### src/rtl/multi_pushbutton_processor.sv
// multi_pushbutton_processor
// N independent pushbutton channels in the 1 kHz domain. Each channel has a
// 2-FF synchroniser, a press/release debouncer and a short/long press
// classifier with optional auto-repeat of the long-press pulse.
// All outputs come straight from flops; pulses are one cycle wide.

module multi_pushbutton_processor #(
  parameter int N_BUTTONS     = 2,
  parameter int DEBOUNCE_MS   = 20,
  parameter int LONG_PRESS_MS = 2000,
  parameter int REPEAT_EN     = 0,
  parameter int REPEAT_MS     = 250
) (
  input  logic                 clk_1khz,
  input  logic                 rst_i,
  input  logic [N_BUTTONS-1:0] pushbutton_i,
  output logic [N_BUTTONS-1:0] count_up,
  output logic [N_BUTTONS-1:0] count_down,
  output logic [N_BUTTONS-1:0] pressed
);

  localparam int HOLD_MAX = (LONG_PRESS_MS > REPEAT_MS) ? LONG_PRESS_MS : REPEAT_MS;
  localparam int DEB_W    = $clog2(DEBOUNCE_MS + 1);
  localparam int HOLD_W   = $clog2(HOLD_MAX + 1);

  localparam logic [DEB_W-1:0]  DEB_TGT  = DEB_W'(DEBOUNCE_MS);
  localparam logic [DEB_W-1:0]  DEB_ONE  = DEB_W'(1);
  localparam logic [HOLD_W-1:0] LONG_TGT = HOLD_W'(LONG_PRESS_MS - 1);
  localparam logic [HOLD_W-1:0] REP_TGT  = HOLD_W'(REPEAT_MS - 1);
  localparam logic              REP_ON   = (REPEAT_EN != 0);

  typedef enum logic [2:0] {
    ST_IDLE        = 3'd0,
    ST_DEB_PRESS   = 3'd1,
    ST_PRESSED     = 3'd2,
    ST_LONG_HELD   = 3'd3,
    ST_DEB_RELEASE = 3'd4
  } state_t;

  // Hold counter increment that sticks at all-ones instead of wrapping.
  function automatic logic [HOLD_W-1:0] hold_sat_inc(input logic [HOLD_W-1:0] v);
    logic [HOLD_W-1:0] r;
    if (v == {HOLD_W{1'b1}}) begin
      r = v;
    end else begin
      r = v + HOLD_W'(1);
    end
    return r;
  endfunction

  logic [N_BUTTONS-1:0] sync1_r;
  logic [N_BUTTONS-1:0] sync2_r;

  // Two-stage synchroniser for the raw asynchronous button levels.
  always_ff @(posedge clk_1khz) begin
    if (!rst_i) begin
      sync1_r <= '0;
      sync2_r <= '0;
    end else begin
      sync1_r <= pushbutton_i;
      sync2_r <= sync1_r;
    end
  end

  for (genvar g = 0; g < N_BUTTONS; g++) begin : g_ch
    state_t              state_r, state_s;
    logic [DEB_W-1:0]    deb_r, deb_s;
    logic [HOLD_W-1:0]   hold_r, hold_s;
    logic                long_r, long_s;
    logic                pressed_r, pressed_s;
    logic                up_r, up_s;
    logic                down_r, down_s;
    logic                in_s;

    assign in_s = sync2_r[g];

    // Next-state and registered-output decode for one channel.
    always_comb begin
      state_s   = state_r;
      deb_s     = deb_r;
      hold_s    = hold_r;
      long_s    = long_r;
      pressed_s = pressed_r;
      up_s      = 1'b0;
      down_s    = 1'b0;
      case (state_r)
        ST_IDLE: begin
          if (in_s) begin
            state_s = ST_DEB_PRESS;
            deb_s   = DEB_ONE;
          end else begin
            state_s = ST_IDLE;
          end
        end
        ST_DEB_PRESS: begin
          if (!in_s) begin
            state_s = ST_IDLE;
          end else if (deb_r == DEB_TGT) begin
            state_s   = ST_PRESSED;
            pressed_s = 1'b1;
            hold_s    = '0;
            long_s    = 1'b0;
          end else begin
            deb_s = deb_r + DEB_ONE;
          end
        end
        ST_PRESSED: begin
          if (!in_s) begin
            state_s = ST_DEB_RELEASE;
            deb_s   = DEB_ONE;
          end else if (hold_r == LONG_TGT) begin
            state_s = ST_LONG_HELD;
            down_s  = 1'b1;
            long_s  = 1'b1;
            hold_s  = '0;
          end else begin
            hold_s = hold_sat_inc(hold_r);
          end
        end
        ST_LONG_HELD: begin
          if (!in_s) begin
            state_s = ST_DEB_RELEASE;
            deb_s   = DEB_ONE;
          end else if (REP_ON) begin
            if (hold_r == REP_TGT) begin
              down_s = 1'b1;
              hold_s = '0;
            end else begin
              hold_s = hold_sat_inc(hold_r);
            end
          end else begin
            hold_s = hold_r;
          end
        end
        ST_DEB_RELEASE: begin
          // hold_r stays frozen here so a release bounce resumes timing.
          if (in_s) begin
            state_s = long_r ? ST_LONG_HELD : ST_PRESSED;
          end else if (deb_r == DEB_TGT) begin
            state_s   = ST_IDLE;
            pressed_s = 1'b0;
            up_s      = ~long_r;
          end else begin
            deb_s = deb_r + DEB_ONE;
          end
        end
        default: begin
          state_s   = ST_IDLE;
          deb_s     = '0;
          hold_s    = '0;
          long_s    = 1'b0;
          pressed_s = 1'b0;
        end
      endcase
    end

    // Channel state and output registers with synchronous reset.
    always_ff @(posedge clk_1khz) begin
      if (!rst_i) begin
        state_r   <= ST_IDLE;
        deb_r     <= '0;
        hold_r    <= '0;
        long_r    <= 1'b0;
        pressed_r <= 1'b0;
        up_r      <= 1'b0;
        down_r    <= 1'b0;
      end else begin
        state_r   <= state_s;
        deb_r     <= deb_s;
        hold_r    <= hold_s;
        long_r    <= long_s;
        pressed_r <= pressed_s;
        up_r      <= up_s;
        down_r    <= down_s;
      end
    end

    assign count_up[g]   = up_r;
    assign count_down[g] = down_r;
    assign pressed[g]    = pressed_r;
  end

endmodule

### config.mk
export PLATFORM = sky130hd
export DESIGN_NAME = multi_pushbutton_processor
export DESIGN_NICKNAME = d
export VERILOG_FILES = /design/src/rtl/multi_pushbutton_processor.sv
export SDC_FILE = /design/constraint.sdc
export NUM_CORES = 1
export LEC_CHECK = 0
export CAP_MARGIN = 5
export CORE_MARGIN = 4
export CORE_UTILIZATION = 33
export DETAILED_ROUTE_END_ITERATION = 6
export MAX_ROUTING_LAYER = met4
export PLACE_DENSITY_LB_ADDON = 0.1
export SLEW_MARGIN = 0
export SYNTH_ARGS = -nofsm -noshare
export SYNTH_HDL_FRONTEND = slang
export SYNTH_SLANG_ARGS = --single-unit
export TNS_END_PERCENT = 10
### constraint.sdc
create_clock -name clk_1khz -period 1.8 [get_ports clk_1khz]
set_input_delay 0.36 -clock clk_1khz [delete_from_list [all_inputs] [get_ports clk_1khz]]
set_output_delay 0.36 -clock clk_1khz [all_outputs]
set_load 0.1 [all_outputs]
# Word-level counts from Yosys, hierarchy flattened

Index checks and enable logic that the tools add are counted.

Reduce and logical (&&, ||, !) cells: 22
Eq/ne operators: 40
Bitwise gates (word level): 11
Mux-type cells: 64
$add $sub $neg: 4

Operators with widths:

| kind                                                            | count |
|---|---|
| 11-bit 2-to-1 mux                                               | 10 |
| 11-bit one-hot mux with 3 select lines                          | 2 |
| 5-bit 2-to-1 mux                                                | 10 |
| 11-bit == test, second input constant                           | 4 |
| 3-bit 2-to-1 mux                                                | 14 |
| 5-bit one-hot mux with 4 select lines                           | 2 |
| 2-bit inequality test, second input constant                    | 18 |
| 3-bit one-hot mux with 5 select lines                           | 2 |
| 5-bit AND reduction                                             | 6 |
| 3-bit inequality test, second input constant                    | 8 |
| 11-bit by 1-bit adder with 11-bit output, second input constant | 2 |
| 1-bit 2-to-1 mux                                                | 20 |
| 4-bit AND reduction                                             | 4 |
| 3-bit by 2-bit == test with 1-bit output, second input constant | 4 |
| 1-bit one-hot mux with 3 select lines                           | 4 |
| 3-bit OR reduction                                              | 4 |
| 1-bit NOT                                                       | 11 |
| 5-bit by 1-bit adder with 5-bit output, second input constant   | 2 |
| 5-bit == test, second input constant                            | 2 |
| 4-bit OR reduction                                              | 2 |
| 3-bit by 1-bit == test with 1-bit output, second input constant | 2 |
| 3-bit == test, second input constant                            | 2 |
| 3-bit logical NOT                                               | 2 |
| 3-bit AND reduction                                             | 2 |
| 2-bit OR reduction                                              | 2 |

Register bits: 50
Input bits: 4
Logic and storage cells: 157
Output and inout port bits: 6

# Longest topological paths before layout

Gate-level depths: netlist of run 1.

Depth in word-level cells: 5
Mapped depth: 9
Gate-level depth less buffers: 7

# Worst setup path after synthesis of run 1

Ideal clock, no wire load.

Path type: reg-to-reg
Start: register g_ch[1].deb_r[0]
End: register g_ch[1].deb_r[3]
Library setup time: 0.128 ns
Buffers on the path: 1
Data arrival time: 1.728 ns
Period minus slack after synthesis: 1.856 ns
Setup slack: -0.056 ns
Stages on the path, launching flop included: 9
Path through: dfxtp_1 inv_1 ha_1 and4b_1 buf_4 a2111oi_4 o2111ai_1 xor2_1 nor2_1

Longest elaborated chain between the ends: 4
Elaborated cells between the ends (all ways): 6

RTL lines:

| what                                                                    | line    | source |
|---|---|---|
| start: declaration                                                      | 67      | `logic [DEB_W-1:0] deb_r, deb_s;` |
| start signal: assignment                                                | 169     | `deb_r <= deb_s;` |
| 5-bit by 1-bit adder with 5-bit output or 5-bit == test (tied branches) | --      |  |
| 5-bit 2-to-1 mux (*)                                                    | 98, 139 |  |
| 5-bit 2-to-1 mux (on tied branches)                                     | 137, 96 |  |
| 5-bit one-hot mux with 4 select lines (*)                               | 86      | `case (state_r)` |

Every way passes the cells marked *; elsewhere a longest branch is shown, timed or not. The select of a mux whose other input is x is not followed.
A chain may end at the register's enable or synchronous reset.

# Final worst setup path of run 1

Start: register g_ch[0].state_r[2]
End: register g_ch[0].deb_r[3]

Longest elaborated chain between the ends: 4
Elaborated cells between the ends (all ways): 12

RTL lines:

| what                                     | line | source |
|---|---|---|
| start: declaration                       | 66   | `state_t state_r, state_s;` |
| start signal: assignment                 | 168  | `state_r <= state_s;` |
| 3-bit by 2-bit == test with 1-bit output | 86   |  |
| 2-bit OR reduction (no line)             | --   |  |
| 2-bit inequality test (no line)          | --   |  |
| 4-bit AND reduction (no line)            | --   |  |
| end signal: assignment                   | 169  |  |
| end: declaration                         | 67   |  |

Several ways; a longest one is shown, not always the timed one.

==> results.toml, run 1 <==
[yosys]
yosys-top-cells-area = "dfxtp_1, nand2_1, a21oi_1, nor2_1, ha_1"
ys_warn_count = 0
avgSynthCellArea_um2 = 8.377
yosysSeqAreaShare_pct = 35.35
post-synth-top-count-cell = "dfxtp_1"
yosysUniqueCellTypes = 69
synth-edff-count = 0
syn_inst = 338
yosys_register_bits = 50
yosysTopAreaCell = "dfxtp_1"
synth_commonest_cells = "dfxtp_1, nand2_1, nor2_1, a21oi_1, nand3_1"
syn-num-nets = 348
synth_top_cell_area_share_pct = 35.35
syn_area_um2 = 2831
synthArstFlopShare_pct = 0
synth_ff_type = "dfxtp_1"

[timing]
slew_viol_final = 0
clock.fmax_mhz = 562.7
maxSlewHeadroom_pct = 68.88
setup_violations = 0
min_period_over_period_pct = 98.74
rsz0062_at_grt = "true"
layout_min_cycle_time_ps = 1777
fin_skew_ps = 5.188
hold_viol = 0
tightestPinTransition_ps = 463.2

[route]
routed_wl_um = 6677
wl_per_cell_um = 13.38
drc = 0
drt_pass1_iterations = 4
drt_iter0_drc = 98
ant_nets = 0
via_per_inst = 5.246
dr_total_vias = 2618

[grt]
grt_util_met2_pct = 23.39
grt_pass1_vias = 2561
grt_use_met1_pct = 17.90
busiest_layer = "met2"
gr-total-overflow = 0
grt_max_degree = 27
grtUsageMet3_pct = 2.630
antenna_found_initial = 0
grt_pass1_wl_um = 11640
grt_usage_pct = 14.24

[worst_setup_path]
worstPathArrival_ps = 1970
cp_max_fo = 10
critPathRequiredTime_ps = 1990
crit_type = "reg2reg"
cp-end-kind = "register"
critPathLaunchType = "register"

[clock_tree]
ctsLongestPathBuffers = 2
cts-root-buf = "clkbuf_8"
clkSinkCount = 50
numCtsBuffers = 5
path_clk_slew_ps = 90
tritoncts = "built"
clk_latency_ps = 300
htreeDepth = 2

[pwr]
ir_worst_vdd_mv = 0.2460
p_leak_uw = 0.001301
powerDensity_nw_per_um2 = 521.3

[finish]
multi_input_area_um2 = 1713
diodes = 0
nets = 404
fin_area_um2 = 3592
utilization_pct = 43.28
final_layout_size_suffix_gt1_share_pct = 27.16
nFillCells = 830
regArea_um2 = 1003
syn2layout_area_growth_pct = 26.87

[floorplan]
ios = 10
die_w_um = 100.6
rows = 33
die-area_um2 = 10130
coreArea_um2 = 8299
start_util_pct = 34.12
die_y_um = 100.6

[placed_design]
placed_cell_area_um2 = 3442
io_buffers = 9
dpl.hpwl_um = 5031
globalplace.congestion = 0.8707

[status]
status = "finished clean"

[job]
maxCapViolCount = 0

[min_path]
hp-class = "reg2reg"
## flip-flops by register name, indices dropped and copies added (netlist names)
signal / cells
g_ch.state_r: 6
g_ch.hold_r: 22
g_ch.down_r: 2
g_ch.deb_r: 10
sync2_r: 2
g_ch.up_r: 2
g_ch.pressed_r: 2
sync1_r: 2
g_ch.long_r: 2
## power breakdown
part | switching [uW] | leakage, uW | internal (uW)
Combinational | 62.4 | 0.000858 | 55.4
Sequential | 6.33 | 0.000405 | 1110
Clock | 366 | 0.0000383 | 269
Total | 434 | 0.00130 | 1440
## cell usage in the layout, fill, tap and decap left out, types with 3 or more instances in the layout
cell,instances
nor2_1,28
nor3_1,12
clkdlybuf4s50_1,3
nor2b_1,5
xor2_1,3
o2111ai_1,3
a221oi_1,3
dfxtp_1,48
nand3_1,14
or3_1,9
o31ai_1,3
clkbuf_8,5
xnor2_1,5
ha_1,4
and3_1,4
o21ai_0,8
buf_4,62
nand2_1,30
nand2b_1,7
a21oi_1,21
mux2i_1,3
o211ai_1,4
nand4_1,5
nor4_1,3
buf_12,6
and2_1,8
inv_2,3
inv_1,8
or2_1,3
o21ai_1,7
## per-stage QoR
step | setup slack (ps) | std cells | power [uW] | setup TNS, ps | hold WS (ps)
2_1_floorplan | -1.863 | 338 | 1209 | -4.242 | 411.9
3_3_place_gp | -200.0 | 491 | 1259 | -1322 | 424.7
3_5_place_dp | -208.8 | 491 | 1260 | -1557 | 433.9
4_1_cts | -28.09 | 499 | 1910 | -32.57 | 456.2
5_1_grt | -94.98 | 499 | 1966 | -728.7 | 473.6
6_report | 22.74 | 499 | 1873 | 0 | 446.5
## final cells by class
cell class	count	share of cell area [%]
Clock buffer	7	2.125
Inverter	11	1.149
Sequential cell	50	27.93
Tap cell	105	3.657
Timing Repair Buffer	72	17.45
Multi-Input combinational cell	254	47.68
## cells by family after synthesis
logic type	Yosys count	synth area share, %
simple gates	153	30.00
compound gates	83	21.74
flops	50	35.35
buf+inv	34	6.319
xor+xnor	8	2.475
fa+ha+maj	6	2.651
mux	4	1.458
## path summary, 6_finish.rpt
check / cells after the start / endpoint / startpoint / slack [ps]
hold / removal: 1 / sync2_r[0] / sync1_r[0] / 450
setup / recovery: 6 / g_ch[0].deb_r[3] / g_ch[0].state_r[2] / 20
setup reg to reg: 6 / g_ch[0].deb_r[3] / g_ch[0].state_r[2] / 20
hold reg to reg: 1 / sync2_r[0] / sync1_r[0] / 450
## per-layer routing
| metal | wire length [um] | part of all wire (%) |
|---|---|---|
| met1 | 3237 | 48 |
| met2 | 3190 | 48 |
| met3 | 199 | 3.0 |
| met4 | 49 | 0.73 |
| met5 | 0 | 0 |
## repair_timing
item,CTS,global route
endpoints found under the setup margin,8,22
pin swaps,5,6
setup buffers,1,0
hold buffers,0,0
gates resized for setup,12,5
## worst max-delay path: stages, from the launching register on
cell and delay, ps:
dfxtp_1 420, nor4b_2 400, a2111oi_2 80, buf_4 160, a2111oi_2 390, xnor2_1 160, nor2_1 60
(Power assumes the default switching activity.)
==> inputs of run 2 (changes only) <==
Settings changed: GPL_ROUTABILITY_DRIVEN from default to 1.
==> results of run 2 <==
Same layout as run 1: the final DEF is identical, and so are final timing and power.
